$ cat src/rtl/alu_pkg.sv
// Shared ALU definitions: command codes, datapath widths and the arbiter FSM encoding.
package alu_pkg;

  localparam int OPW  = 8;
  localparam int RESW = 16;

  localparam logic [3:0] CMD_ADD  = 4'd0;
  localparam logic [3:0] CMD_INC  = 4'd1;
  localparam logic [3:0] CMD_SUB  = 4'd2;
  localparam logic [3:0] CMD_DEC  = 4'd3;
  localparam logic [3:0] CMD_MUL  = 4'd4;
  localparam logic [3:0] CMD_DIV  = 4'd5;
  localparam logic [3:0] CMD_SHL  = 4'd6;
  localparam logic [3:0] CMD_SHR  = 4'd7;
  localparam logic [3:0] CMD_AND  = 4'd8;
  localparam logic [3:0] CMD_OR   = 4'd9;
  localparam logic [3:0] CMD_INV  = 4'd10;
  localparam logic [3:0] CMD_NAND = 4'd11;
  localparam logic [3:0] CMD_NOR  = 4'd12;
  localparam logic [3:0] CMD_XOR  = 4'd13;
  localparam logic [3:0] CMD_XNOR = 4'd14;
  localparam logic [3:0] CMD_BUF  = 4'd15;

  typedef enum logic [1:0] {
    ST_IDLE = 2'd0,
    ST_EXEC = 2'd1,
    ST_RESP = 2'd2
  } arb_state_e;

endpackage

$ cat src/rtl/alu_arb_picker.sv
// Grant selection for alu_arbiter. ALU_ARB_RR_EN enables round-robin search from ptr+1;
// otherwise (and when mode is low) the lowest asserted index wins.
module alu_arb_picker
  import alu_pkg::*;
#(
  parameter  int NREQ = 4,
  localparam int GW   = $clog2(NREQ)
) (
  input  logic [NREQ-1:0] valid,
  input  logic [GW-1:0]   ptr,
  input  logic            mode,
  output logic [NREQ-1:0] grant,
  output logic [GW-1:0]   idx,
  output logic            any
);

  logic          found_s;
  logic [GW-1:0] j_s;

`ifndef ALU_ARB_RR_EN
  logic unused_s;
  assign unused_s = ^{ptr, mode};
`endif

  assign any = |valid;

  // Priority search; the last hit in the descending loop is the lowest index.
  always_comb begin
    found_s = 1'b0;
    idx     = '0;
    j_s     = '0;
    grant   = '0;
`ifdef ALU_ARB_RR_EN
    if (mode) begin
      for (int k = 1; k <= NREQ; k++) begin
        j_s     = GW'((int'(ptr) + k) % NREQ);
        idx     = (!found_s && valid[j_s]) ? j_s : idx;
        found_s = found_s | valid[j_s];
      end
    end else begin
      for (int k = NREQ - 1; k >= 0; k--) begin
        j_s     = GW'(k);
        idx     = valid[j_s] ? j_s : idx;
        found_s = found_s | valid[j_s];
      end
    end
`else
    for (int k = NREQ - 1; k >= 0; k--) begin
      j_s     = GW'(k);
      idx     = valid[j_s] ? j_s : idx;
      found_s = found_s | valid[j_s];
    end
`endif
    if (found_s) grant[idx] = 1'b1;
    else         grant      = '0;
  end

endmodule

$ cat src/rtl/alu_arbiter.sv
// Shares one combinational alu among NREQ requesters: IDLE grant, EXEC compute, RESP hold.
// Define ALU_ARB_RR_EN for round-robin grants; default is fixed priority (lowest index).
module alu_arbiter
  import alu_pkg::*;
#(
  parameter  int NREQ = 4,
  localparam int GW   = $clog2(NREQ)
) (
  input  logic                 clk,
  input  logic                 rst_n,
  input  logic [NREQ-1:0]      req_valid,
  output logic [NREQ-1:0]      req_ready,
  input  logic [NREQ*OPW-1:0]  req_a,
  input  logic [NREQ*OPW-1:0]  req_b,
  input  logic [NREQ*4-1:0]    req_cmd,
  output logic [NREQ-1:0]      rsp_valid,
  input  logic [NREQ-1:0]      rsp_ready,
  output logic [RESW-1:0]      rsp_y,
  output logic [OPW-1:0]       alu_a,
  output logic [OPW-1:0]       alu_b,
  output logic [3:0]           alu_cmd,
  output logic                 alu_en,
  input  logic [RESW-1:0]      alu_y,
  output logic                 busy
);

  arb_state_e      state_r, state_n;
  logic [GW-1:0]   grant_r;
  logic [OPW-1:0]  a_r, b_r;
  logic [3:0]      cmd_r;
  logic [RESW-1:0] y_r;
  logic [GW-1:0]   ptr_s;
  logic            mode_s;
  logic [NREQ-1:0] pick_grant_s;
  logic [GW-1:0]   pick_idx_s;
  logic            pick_any_s;
  logic [OPW-1:0]  a_arr_s   [NREQ];
  logic [OPW-1:0]  b_arr_s   [NREQ];
  logic [3:0]      cmd_arr_s [NREQ];

  for (genvar i = 0; i < NREQ; i++) begin : g_slice
    assign a_arr_s[i]   = req_a[i*OPW +: OPW];
    assign b_arr_s[i]   = req_b[i*OPW +: OPW];
    assign cmd_arr_s[i] = req_cmd[i*4 +: 4];
  end

`ifdef ALU_ARB_RR_EN
  logic [GW-1:0] ptr_r;

  // Round-robin pointer follows each grant; reset value makes requester 0 win first.
  always_ff @(posedge clk or negedge rst_n) begin
    if (!rst_n)                              ptr_r <= GW'(NREQ - 1);
    else if (state_r == ST_IDLE && pick_any_s) ptr_r <= pick_idx_s;
    else                                     ptr_r <= ptr_r;
  end
  assign ptr_s  = ptr_r;
  assign mode_s = 1'b1;
`else
  assign ptr_s  = GW'(NREQ - 1);
  assign mode_s = 1'b0;
`endif

  alu_arb_picker #(.NREQ(NREQ)) u_picker (
    .valid (req_valid),
    .ptr   (ptr_s),
    .mode  (mode_s),
    .grant (pick_grant_s),
    .idx   (pick_idx_s),
    .any   (pick_any_s)
  );

  // Next-state decode.
  always_comb begin
    state_n = state_r;
    case (state_r)
      ST_IDLE: state_n = pick_any_s ? ST_EXEC : ST_IDLE;
      ST_EXEC: state_n = ST_RESP;
      ST_RESP: state_n = rsp_ready[grant_r] ? ST_IDLE : ST_RESP;
      default: state_n = ST_IDLE;
    endcase
  end

  // State, operand capture on grant, result capture at the end of EXEC.
  always_ff @(posedge clk or negedge rst_n) begin
    if (!rst_n) begin
      state_r <= ST_IDLE;
      grant_r <= '0;
      a_r     <= 8'd0;
      b_r     <= 8'd0;
      cmd_r   <= 4'd0;
      y_r     <= 16'd0;
    end else begin
      state_r <= state_n;
      if (state_r == ST_IDLE && pick_any_s) begin
        grant_r <= pick_idx_s;
        a_r     <= a_arr_s[pick_idx_s];
        b_r     <= b_arr_s[pick_idx_s];
        cmd_r   <= cmd_arr_s[pick_idx_s];
      end else begin
        grant_r <= grant_r;
        a_r     <= a_r;
        b_r     <= b_r;
        cmd_r   <= cmd_r;
      end
      if (state_r == ST_EXEC) y_r <= alu_y;
      else                    y_r <= y_r;
    end
  end

  // Handshake decode; req_ready is forced low while reset is asserted.
  always_comb begin
    req_ready = '0;
    rsp_valid = '0;
    if (state_r == ST_IDLE && rst_n) req_ready = pick_grant_s;
    else                             req_ready = '0;
    if (state_r == ST_RESP) rsp_valid[grant_r] = 1'b1;
    else                    rsp_valid          = '0;
  end

  assign alu_a   = a_r;
  assign alu_b   = b_r;
  assign alu_cmd = cmd_r;
  assign alu_en  = (state_r == ST_EXEC);
  assign busy    = (state_r != ST_IDLE);
  assign rsp_y   = y_r;

endmodule

$ cat config.mk
export PLATFORM = sky130hd
export DESIGN_NAME = alu_arbiter
export DESIGN_NICKNAME = d
export VERILOG_FILES = /design/src/rtl/alu_pkg.sv /design/src/rtl/alu_arb_picker.sv /design/src/rtl/alu_arbiter.sv
export SDC_FILE = /design/constraint.sdc
export NUM_CORES = 1
export LEC_CHECK = 0
export CAP_MARGIN = 20
export CORE_ASPECT_RATIO = 0.8
export CORE_MARGIN = 3
export CORE_UTILIZATION = 39
export DETAILED_ROUTE_END_ITERATION = 12
export PLACE_DENSITY = 0.89
export REMOVE_ABC_BUFFERS = 1
export SLEW_MARGIN = 20
export SYNTH_ARGS = -nofsm -noshare
export SYNTH_HDL_FRONTEND = slang
export SYNTH_SLANG_ARGS = --single-unit
$ cat constraint.sdc
create_clock -name clk -period 1.7 [get_ports clk]
set_input_delay 0.17 -clock clk [delete_from_list [all_inputs] [get_ports clk]]
set_output_delay 0.17 -clock clk [all_outputs]
set_load 0.005 [all_outputs]
==> summary.txt <==
area grow syn2layout -> 68.6%
Req. time, crit path -> 1.53 ns
final-report hold violation count -> 0
gr ovfl total -> 0
vias in the first global route -> 2920
via count -> 2865
Post-synth EDFFs -> 0
drt wl/cell -> 16.7 um
Final min period -> 1.63 ns
synthesized area -> 2630 um2
final critical-path share of the clock period -> 0.961
clock-pin transition on the worst setup and hold timing paths -> 0.08 ns
router iterations before antenna repair -> 4
Hold Path Class -> in -> async
CP Class -> reg -> out
H-tree levels -> 2
placed insts -> 521
GRT Overall Usage -> 0.230
Max Fclk -> 612 MHz
die area -> 7770 um2
core area -> 6470 um2
CP arrival -> 1.46 ns
die height -> 79.4 um
pre-CTS setup slack -> -0.267 ns
#FFs+latches synth -> 40
residual DRC count -> 0
Netlist cell types -> 28
Max Cap Violations -> 0
Rows -> 26
Setup Skew -> 0.00703 ns
nets -> 554
fin. max-slew vios -> 0
# IOs -> 152
post-DP HPWL -> 6740 um
Starting Density -> 0.406
post-route setup slack -> 0.0659 ns
Synth top area share -> 0.381
Mapped Avg Cell Area -> 9.00 um2
Non-Filler Instances -> 533
total CTS buffers -> 5
Ys Warns -> 0
Core Util, Final -> 0.685
most common cell in the netlist -> a21oi_1
first-pass GRT wire length -> 14200 um
crit-path max FO -> 4
layout cells sized above 1 -> 0.136
I/O Buffers -> 151
Root Buffer -> clkbuf_8
startpoint class of the critical path -> flop
RSZ-0062 raised after global routing -> no
Routed WL -> 8920 um
cells along the critical path -> nand2b_1, nor3b_1, dlygate4sd2_1
DR vias/cell -> 5.38
Post-Synthesis Cells -> 292
ranking of synthesized cells by area -> dfrtp_1, a21oi_1, mux2_2
CP Capture Type -> output pin
worst slew pin tran -> 0.334 ns
crit path buf inv count -> 1
1st-iter DRT viols -> 99
tightest hold margin -> 0.316 ns
number of antenna violations at the first check in global routing -> 0
peak supply drop -> 0.583 mV
Antenna Nets Post-Route -> 0
clock sink count -> 40
status -> finished, final reports clean
CP top delay family -> simple AND/OR/NAND/NOR gates
clk_lat worst skew -> 0.30 ns
Relative slew margins -> 0.777
CTS tree -> built
die width -> 97.8 um
largest net degree at the start of global routing -> 65
filler instances -> 514
post-synthesis sequential area ratio -> 0.381
Cell Pwr Density -> 1170 nW/um2
RD Place Congestion -> 0.810
synth cell count leaders -> a21oi_1, dfrtp_1, clkbuf_1
n_diodes -> 0
# setup viols final -> 0
ys async rst share -> 1.00
Leak -> 1.92 nW
Clock Tree Buf Depth -> 2
Worst path slowest cell -> dfrtp_1
Crit path largest cell delay -> 0.43 ns
Yosys top cell by area -> dfrtp_1
Top FF cell, synth -> dfrtp_1
[power breakdown]
| group | switching (mW) | internal (mW) | total (mW) |
|---|---|---|---|
| combinational | 1.05 | 1.73 | 2.78 |
| sequential | 0.299 | 1.43 | 1.73 |
| clock | 0.337 | 0.331 | 0.669 |
| total | 1.69 | 3.49 | 5.18 |
[state kept, by name, summed over array words and instances, names as in the netlist]
register	count
rsp_y	16
alu_a	8
alu_b	8
alu_cmd	4
grant_r	2
state_r	2
[cell usage in the layout, fill, tap and decap left out, types with 2 or more instances in the layout]
| cell type | Yosys | layout |
|---|---|---|
| dlygate4sd2_1 | 0 | 9 |
| a31oi_1 | 20 | 20 |
| nor2_1 | 5 | 3 |
| and4b_1 | 2 | 2 |
| clkbuf_8 | 0 | 6 |
| clkdlybuf4s50_1 | 0 | 139 |
| clkbuf_1 | 25 | 2 |
| dfrtp_1 | 40 | 40 |
| nor3b_1 | 3 | 2 |
| nor2b_1 | 21 | 20 |
| buf_2 | 2 | 2 |
| a22o_1 | 20 | 20 |
| inv_1 | 22 | 22 |
| nand3b_1 | 20 | 20 |
| o21ai_0 | 20 | 20 |
| buf_12 | 0 | 2 |
| a21oi_1 | 41 | 41 |
| buf_4 | 0 | 25 |
| and3b_1 | 20 | 20 |
| mux2_2 | 16 | 16 |
[worst paths after layout]
path / slack (ns) / cells past startpoint / end / from
min in group clk: 0.41 / 4 / grant_r[1] / req_valid[0]
min: 0.32 / 2 / alu_cmd[1] / rst_n
max in group asynchronous: 0.84 / 3 / alu_b[5] / rst_n
max: 0.07 / 3 / rsp_valid[2] / state_r[0]
min reg2reg: 0.51 / 1 / rsp_y[0] / rsp_y[0]
max reg2reg: 0.16 / 5 / rsp_y[4] / state_r[1]
[routing by layer]
layer | share of wire | vias up | global-route usage
li1 | - | 1368 | -
met1 | 0.38 | 1364 | 0.264
met2 | 0.52 | 119 | 0.416
met3 | 0.072 | 14 | 0.0541
met4 | 0.020 | 0 | 0.0954
met5 | 0 | - | 0
[worst reg2reg max path: stages, from the launching register on]
cell and delay [ns]:
dfrtp_1 0.42, buf_4 0.15, buf_4 0.13, nor2b_2 0.13
buf_4 0.22, mux2_2 0.37
[cells by family (layout without fill, tap and decap cells)]
kind of cell           Yosys count  after routing  synth area share
AOI/OAI and AO/OA              105            105             0.244
buffers and inverters           52            209            0.0838
DFF                             40             40             0.381
muxes                           17             17            0.0771
and+or+nand+nor                 78             78             0.215
[per-stage QoR]
| stage | power (mW) | instance area, um2 | TNS (ns) |
|---|---|---|---|
| floorplan | 2.75 | 2490 | -5.90 |
| CTS | 5.21 | 4440 | 0 |
| global placement | 4.39 | 4310 | -2.70 |
| finish | 5.18 | 4430 | 0 |
| global route | 5.52 | 4430 | 0 |
| detailed placement | 4.50 | 4310 | -3.47 |
[cell type report]
| class | instances | area, um2 | share of cell area |
|---|---|---|---|
| Timing Repair Buffer | 179 | 1720 | 0.389 |
| Multi-Input combinational cell | 200 | 1430 | 0.323 |
| Sequential cell | 40 | 1000 | 0.226 |
| Tap cell | 84 | 105 | 0.0237 |
| Clock buffer | 8 | 90.1 | 0.0203 |
| Inverter | 22 | 82.6 | 0.0186 |
[repair_timing]
item | in CTS | in global routing
buffers inserted | 3 | 0
gates cloned | 0 | 0
hold buffers | 1 | 0
endpoints found under the setup margin | 9 | 1
gates resized for setup | 15 | 2
hold endpoints to repair | 40 | 0
Note: power is estimated with default switching activity, not from simulation.
